File: config.mk
export PLATFORM = sky130hd
export DESIGN_NAME = rf_write_arbiter_flat
export DESIGN_NICKNAME = d
export VERILOG_FILES = /design/src/rtl/rf_write_arbiter_if.sv /design/src/rtl/rf_write_arbiter.sv /design/src/flat_wrapper.sv
export SDC_FILE = /design/constraint.sdc
export NUM_CORES = 1
export LEC_CHECK = 0
export ABC_AREA = 1
export CORE_MARGIN = 2
export CORE_UTILIZATION = 30
export DETAILED_ROUTE_END_ITERATION = 10
export PLACE_DENSITY = 0.51
export SLEW_MARGIN = 20
export SYNTH_ARGS = -nofsm -noshare
export SYNTH_HDL_FRONTEND = slang
export SYNTH_SLANG_ARGS = --single-unit
File: constraint.sdc
create_clock -name clk -period 4.38 [get_ports clk]
set_input_delay 0.876 -clock clk [delete_from_list [all_inputs] [get_ports clk]]
set_output_delay 0.876 -clock clk [all_outputs]
set_load 0.05 [all_outputs]
File: src/rtl/rf_write_arbiter_if.sv
// Handshake, register-file write port and pending-query signals of rf_write_arbiter.
// master is the requester/hazard side; slave is the arbiter.
interface rf_write_arbiter_if #(
    parameter int unsigned DATA_W = 32,
    parameter int unsigned ADDR_W = 5
);
    logic              a_valid;
    logic              a_ready;
    logic [ADDR_W-1:0] a_addr;
    logic [DATA_W-1:0] a_data;
    logic              b_valid;
    logic              b_ready;
    logic [ADDR_W-1:0] b_addr;
    logic [DATA_W-1:0] b_data;
    logic              wr_en;
    logic [ADDR_W-1:0] wr_addr;
    logic [DATA_W-1:0] wr_data;
    logic [ADDR_W-1:0] q_addr;
    logic              q_pending;

    modport master (
        output a_valid, a_addr, a_data, b_valid, b_addr, b_data, q_addr,
        input  a_ready, b_ready, wr_en, wr_addr, wr_data, q_pending
    );

    modport slave (
        input  a_valid, a_addr, a_data, b_valid, b_addr, b_data, q_addr,
        output a_ready, b_ready, wr_en, wr_addr, wr_data, q_pending
    );
endinterface

File: src/rtl/rf_write_arbiter.sv
// Two-source register-file write arbiter: one-entry buffer per source, round-robin
// grant onto a registered write port, plus a combinational pending-write query.
module rf_write_arbiter #(
    parameter int unsigned DATA_W = 32,
    parameter int unsigned ADDR_W = 5
) (
    input logic                clk,
    input logic                rst_n,
    rf_write_arbiter_if.slave  bus
);
    typedef enum logic {GrantA, GrantB} grant_e;

    grant_e            last_grant_q, last_grant_d;
    logic              buf_a_valid_q, buf_a_valid_d;
    logic [ADDR_W-1:0] buf_a_addr_q, buf_a_addr_d;
    logic [DATA_W-1:0] buf_a_data_q, buf_a_data_d;
    logic              buf_b_valid_q, buf_b_valid_d;
    logic [ADDR_W-1:0] buf_b_addr_q, buf_b_addr_d;
    logic [DATA_W-1:0] buf_b_data_q, buf_b_data_d;
    logic              wr_en_q, wr_en_d;
    logic [ADDR_W-1:0] wr_addr_q, wr_addr_d;
    logic [DATA_W-1:0] wr_data_q, wr_data_d;

    logic grant_a, grant_b;
    logic a_ready, b_ready;
    logic accept_a, accept_b;

    // Under contention the source that did not win last time goes first.
    assign grant_a = buf_a_valid_q & (~buf_b_valid_q | (last_grant_q == GrantB));
    assign grant_b = buf_b_valid_q & ~grant_a;

    assign a_ready = ~buf_a_valid_q | grant_a;
    assign b_ready = ~buf_b_valid_q | grant_b;

    // Writes to register 0 complete the handshake but are dropped.
    assign accept_a = bus.a_valid & a_ready & (bus.a_addr != '0);
    assign accept_b = bus.b_valid & b_ready & (bus.b_addr != '0);

    always_comb begin
        buf_a_valid_d = buf_a_valid_q;
        buf_a_addr_d  = buf_a_addr_q;
        buf_a_data_d  = buf_a_data_q;
        buf_b_valid_d = buf_b_valid_q;
        buf_b_addr_d  = buf_b_addr_q;
        buf_b_data_d  = buf_b_data_q;
        wr_en_d       = grant_a | grant_b;
        wr_addr_d     = wr_addr_q;
        wr_data_d     = wr_data_q;
        last_grant_d  = last_grant_q;

        if (grant_a) begin
            buf_a_valid_d = 1'b0;
            wr_addr_d     = buf_a_addr_q;
            wr_data_d     = buf_a_data_q;
            last_grant_d  = GrantA;
        end else if (grant_b) begin
            buf_b_valid_d = 1'b0;
            wr_addr_d     = buf_b_addr_q;
            wr_data_d     = buf_b_data_q;
            last_grant_d  = GrantB;
        end

        // A new accept overrides the drain, giving same-cycle refill.
        if (accept_a) begin
            buf_a_valid_d = 1'b1;
            buf_a_addr_d  = bus.a_addr;
            buf_a_data_d  = bus.a_data;
        end
        if (accept_b) begin
            buf_b_valid_d = 1'b1;
            buf_b_addr_d  = bus.b_addr;
            buf_b_data_d  = bus.b_data;
        end
    end

    always_ff @(posedge clk or negedge rst_n) begin
        if (!rst_n) begin
            last_grant_q  <= GrantB;
            buf_a_valid_q <= 1'b0;
            buf_a_addr_q  <= '0;
            buf_a_data_q  <= '0;
            buf_b_valid_q <= 1'b0;
            buf_b_addr_q  <= '0;
            buf_b_data_q  <= '0;
            wr_en_q       <= 1'b0;
            wr_addr_q     <= '0;
            wr_data_q     <= '0;
        end else begin
            last_grant_q  <= last_grant_d;
            buf_a_valid_q <= buf_a_valid_d;
            buf_a_addr_q  <= buf_a_addr_d;
            buf_a_data_q  <= buf_a_data_d;
            buf_b_valid_q <= buf_b_valid_d;
            buf_b_addr_q  <= buf_b_addr_d;
            buf_b_data_q  <= buf_b_data_d;
            wr_en_q       <= wr_en_d;
            wr_addr_q     <= wr_addr_d;
            wr_data_q     <= wr_data_d;
        end
    end

    assign bus.a_ready   = a_ready;
    assign bus.b_ready   = b_ready;
    assign bus.wr_en     = wr_en_q;
    assign bus.wr_addr   = wr_addr_q;
    assign bus.wr_data   = wr_data_q;
    assign bus.q_pending = (bus.q_addr != '0) &
                           ((buf_a_valid_q & (buf_a_addr_q == bus.q_addr)) |
                            (buf_b_valid_q & (buf_b_addr_q == bus.q_addr)) |
                            (wr_en_q & (wr_addr_q == bus.q_addr)));
endmodule

File: src/flat_wrapper.sv
// flat-port wrapper written by rule: the top's interface ports become plain ports
module rf_write_arbiter_flat 
#(
    parameter int unsigned DATA_W = 32,
    parameter int unsigned ADDR_W = 5
)
  (clk, rst_n, bus_a_valid, bus_a_addr, bus_a_data, bus_b_valid, bus_b_addr, bus_b_data, bus_q_addr, bus_a_ready, bus_b_ready, bus_wr_en, bus_wr_addr, bus_wr_data, bus_q_pending);
  rf_write_arbiter_if #(.DATA_W(DATA_W), .ADDR_W(ADDR_W)) bus_i ();
  input logic clk;
  input logic rst_n;
  input wire logic [$bits(bus_i.a_valid)-1:0] bus_a_valid;
  input wire logic [$bits(bus_i.a_addr)-1:0] bus_a_addr;
  input wire logic [$bits(bus_i.a_data)-1:0] bus_a_data;
  input wire logic [$bits(bus_i.b_valid)-1:0] bus_b_valid;
  input wire logic [$bits(bus_i.b_addr)-1:0] bus_b_addr;
  input wire logic [$bits(bus_i.b_data)-1:0] bus_b_data;
  input wire logic [$bits(bus_i.q_addr)-1:0] bus_q_addr;
  output wire logic [$bits(bus_i.a_ready)-1:0] bus_a_ready;
  output wire logic [$bits(bus_i.b_ready)-1:0] bus_b_ready;
  output wire logic [$bits(bus_i.wr_en)-1:0] bus_wr_en;
  output wire logic [$bits(bus_i.wr_addr)-1:0] bus_wr_addr;
  output wire logic [$bits(bus_i.wr_data)-1:0] bus_wr_data;
  output wire logic [$bits(bus_i.q_pending)-1:0] bus_q_pending;
  assign bus_i.a_valid = bus_a_valid;
  assign bus_i.a_addr = bus_a_addr;
  assign bus_i.a_data = bus_a_data;
  assign bus_i.b_valid = bus_b_valid;
  assign bus_i.b_addr = bus_b_addr;
  assign bus_i.b_data = bus_b_data;
  assign bus_i.q_addr = bus_q_addr;
  assign bus_a_ready = bus_i.a_ready;
  assign bus_b_ready = bus_i.b_ready;
  assign bus_wr_en = bus_i.wr_en;
  assign bus_wr_addr = bus_i.wr_addr;
  assign bus_wr_data = bus_i.wr_data;
  assign bus_q_pending = bus_i.q_pending;
  rf_write_arbiter #(.DATA_W(DATA_W), .ADDR_W(ADDR_W)) u_core (.clk(clk), .rst_n(rst_n), .bus(bus_i));
endmodule
==> summary.md <==
| Metric | Value |
|---|---|
| Slew Viols, Final | 0 |
| TritonCTS buffer count | 17 |
| R2R Path Start | u_core.last_grant_q$_DFFE_PN1P_ |
| Reg2reg setup slack | roughly 2.2 ns |
| Drt initial violations | approximately 230 |
| Area growth syn-to-layout | 42.02% |
| Seq cells post-synth | approximately 120 |
| Number of distinct library cells after synthesis | 21 |
| Final hold viol count | 0 |
| Fmax | roughly 0.26 GHz |
| YS warnings | 0 |
| CTS Hold Bufs | 0 |
| Hold Startpoint | u_core.buf_a_data_q[19]$_DFFE_PN0P_ |
| Total routing usage reported by global routing | 0.1594 |
| Final min period | between 3 and 4 ns |
| Ys flop type | dfrtp_1 |
| Cell type with the largest total area after synthesis | dfrtp_1 |
| Reg2Reg Depth | 6 |
| Hold path endpoint | u_core.bus.wr_data[19]$_DFFE_PN0P_ |
| Number of max-cap violations | 0 |
| DR vias/cell | approximately 4.4 |
| Power per cell area | ~750 mW/mm^2 |
| Die W | 132.0 um |
| Remaining Overflow, GRT | 0 |
| Status | finished, final reports clean |
| Core footprint | roughly 0.016 mm^2 |
| Ports | about 120 |
| Critical Path End Type | output port |
| M3 GR Usage | 0.05267 |
| Count of flip-flops with a built-in enable after synthesis | 0 |
| Setup WS pre-CTS | roughly 0.65 ns |
| Worst reg2reg path endpoint | u_core.buf_a_data_q[20]$_DFFE_PN0P_ |
| Clock Sinks | approximately 120 |
| Clk pin slew, worst setup/hold paths | 0.06 ns |
| Global-route wire length before repair | approximately 22000 um |
| M2 GR Usage | 0.2494 |
| Worst Path Required | between 3 and 4 ns |
| WL final | about 13000 um |
| CP arrival | just under 3 ns |
| Syn_nets | 670 |
| Met1 Use GR | 0.2056 |
| Antenna violations before repair | 2 |
| Fin Setup TNS | 0 ns |
| Placed Area | between 0.006 and 0.007 mm^2 |
| RSZ-0062 raised after global routing | false |
| ANT nets after route | 0 |
| Vias in the first global route | 4305 |
| Post-CTS Setup Bufs | 0 |
| Wire length per cell | roughly 14 um |
| Layout cells sized above 1 | 0.06371 |
| Synth top area share | 0.5806 |
| Mean Syn Cell Area | approximately 8.4 um^2 |
| Finish-stage setup viols | 0 |
| CP Class | input pin to output port |
| Fin crit share | 0.8633 |
| Row count | between 40 and 50 |
| CTS resizes | 0 |
| Clock skew | ~0.0061 ns |
| Hold slack | between 0.4 and 0.5 ns |
| Net count, final | about 800 |
| Hpwl dp | 8810 um |
| Die ar. | approximately 0.017 mm^2 |
| Worst slew pin tran | 0.9795 ns |
| Grt peak-use layer | met2 |
| Port Buffers | roughly 120 |
| Leak | 3.444 nW |
| Relative slew slack | 0.3455 |
| Worst setup SP type | input pin |
| Max IR drop VDD | around 320 uV |
| Worst hold-check path type | flop to flop |
| Ys async rst share | 1.000 |
| CTS tree | yes |
| Initial DRT Pass Iterations | 4 |
| Largest net degree at the start of global routing | between 50 and 60 |
| Mapped cell area | 0.004913 mm^2 |
| Final Instance Area | roughly 0.0070 mm^2 |
| Clock Latency Late Sink | about 0.41 ns |
| H-tree depth | 4 |
| Most frequent cell after synthesis | nand2_1 |
| Cells after Synth | around 590 |
| Top area cells in the synthesized netlist | dfrtp_1 (58%), nand2_1 (16%), inv_1 (7.3%) |
| Crit path max fanout | 5 |
| Bufs on Longest Clock Path | 2 |
| Hold Path Depth | 2 |
| Root buffer cell | clkbuf_16 |
| Sequential fraction of the synthesis area | 0.5859 |
| Post-route DRC | 0 |
| Initial Utilization | 0.3082 |
| Gpl congestion | about 0.93 |
| Die Y | ~130 um |
| Post-synth top cells | nand2_1 (209), dfrtp_1 (114), inv_1 (96) |
| Via count | just over 4000 |
| Slack of the critical path | around 0.6 ns |
how the worst max path moves through the flow:
stage | startpoint | endpoint | slack, ns | depth (start not counted)
3_3_place_gp | bus_q_addr[3] | bus_q_pending | 0.74 | 10
2_1_floorplan | bus_q_addr[1] | bus_q_pending | 1.92 | 8
6_report | bus_q_addr[2] | bus_q_pending | 0.60 | 10
3_5_place_dp | bus_q_addr[3] | bus_q_pending | 0.65 | 10
4_1_cts | bus_q_addr[3] | bus_q_pending | 0.65 | 10
5_1_grt | bus_q_addr[3] | bus_q_pending | 0.49 | 10
stage by stage:
stage / instances / util / power, mW
2_1_floorplan: 587 / - / 3.081
3_3_place_gp: 906 / 0.3977 / 3.802
3_5_place_dp: 906 / 0.3977 / 3.849
4_1_cts: 938 / 0.4375 / 5.339
5_1_grt: 938 / 0.4375 / 5.612
6_report: 939 / 0.4377 / 5.266
cells in the final DEF (no fill, tap or decap), types with 2 or more instances in the layout:
cell type        synthesis  final
clkinv_4                 0      2
nor2_1                  12     11
o21ai_1                 11     11
o221ai_1                 4      4
clkdlybuf4s50_1          0    122
inv_1                   96     96
bufinv_16                0      4
nand3_1                 30     28
clkinvlp_4               0      4
o21ai_0                 63     63
nor3_1                   3      3
dfrtp_1                114    114
clkbuf_16                0     17
nand3_2                  0      2
buf_4                    8      7
nand2_1                209    209
a22oi_1                 13     13
clkbuf_8                 0      2
clkinv_2                 0      3
routing by layer:
layer  routed length (um)  vias to the layer above
li1                     -                     2066
met1                 5923                     1902
met2                 5981                      129
met3                  832                       27
met4                  263                        2
met5                   13                        -
report_power, final:
group | switching, mW | total, mW | internal, mW
sequential | 0.281 | 1.77 | 1.49
combinational | 1.36 | 2.02 | 0.660
clock | 0.488 | 1.47 | 0.978
total | 2.13 | 5.27 | 3.13
final cells by class:
cell class                 count  area (um^2)
antenna                        1        2.502
clock buffer                  19        452.9
clock inverter                13        182.7
fill                        1583         8965
inverter                      97        364.1
multi-input combinational    349         1553
sequential                   115         2879
tap                          216        270.3
timing repair buffer         129         1274
cell families after synthesis:
kind of cell	count (synthesis)	share of synthesized area
simple gates	254	0.2024
buf+inv	123	0.1031
flops	115	0.5859
compound gates	95	0.1085
worst max-delay path, cell delays in order:
cell and delay, ns:
clkdlybuf4s50_1 0.59, inv_1 0.11, nand2_1 0.07, nand2_1 0.04, nor2_1 0.14, nand3_1 0.10
nand3_1 0.09, nand2_1 0.05, inv_1 0.04, clkdlybuf4s50_1 0.79
flip-flops by register name (all words and copies together) (netlist names):
name and cells:
u_core.buf_a_addr_q 5, u_core.bus.wr_addr 5, u_core.buf_b_valid_q 1, u_core.buf_a_valid_q 1, u_core.bus.wr_en 1, u_core.buf_a_data_q 32
u_core.buf_b_addr_q 5, u_core.buf_b_data_q 32, u_core.bus.wr_data 32, u_core.last_grant_q 1
Note: power is estimated with default switching activity, not from simulation.
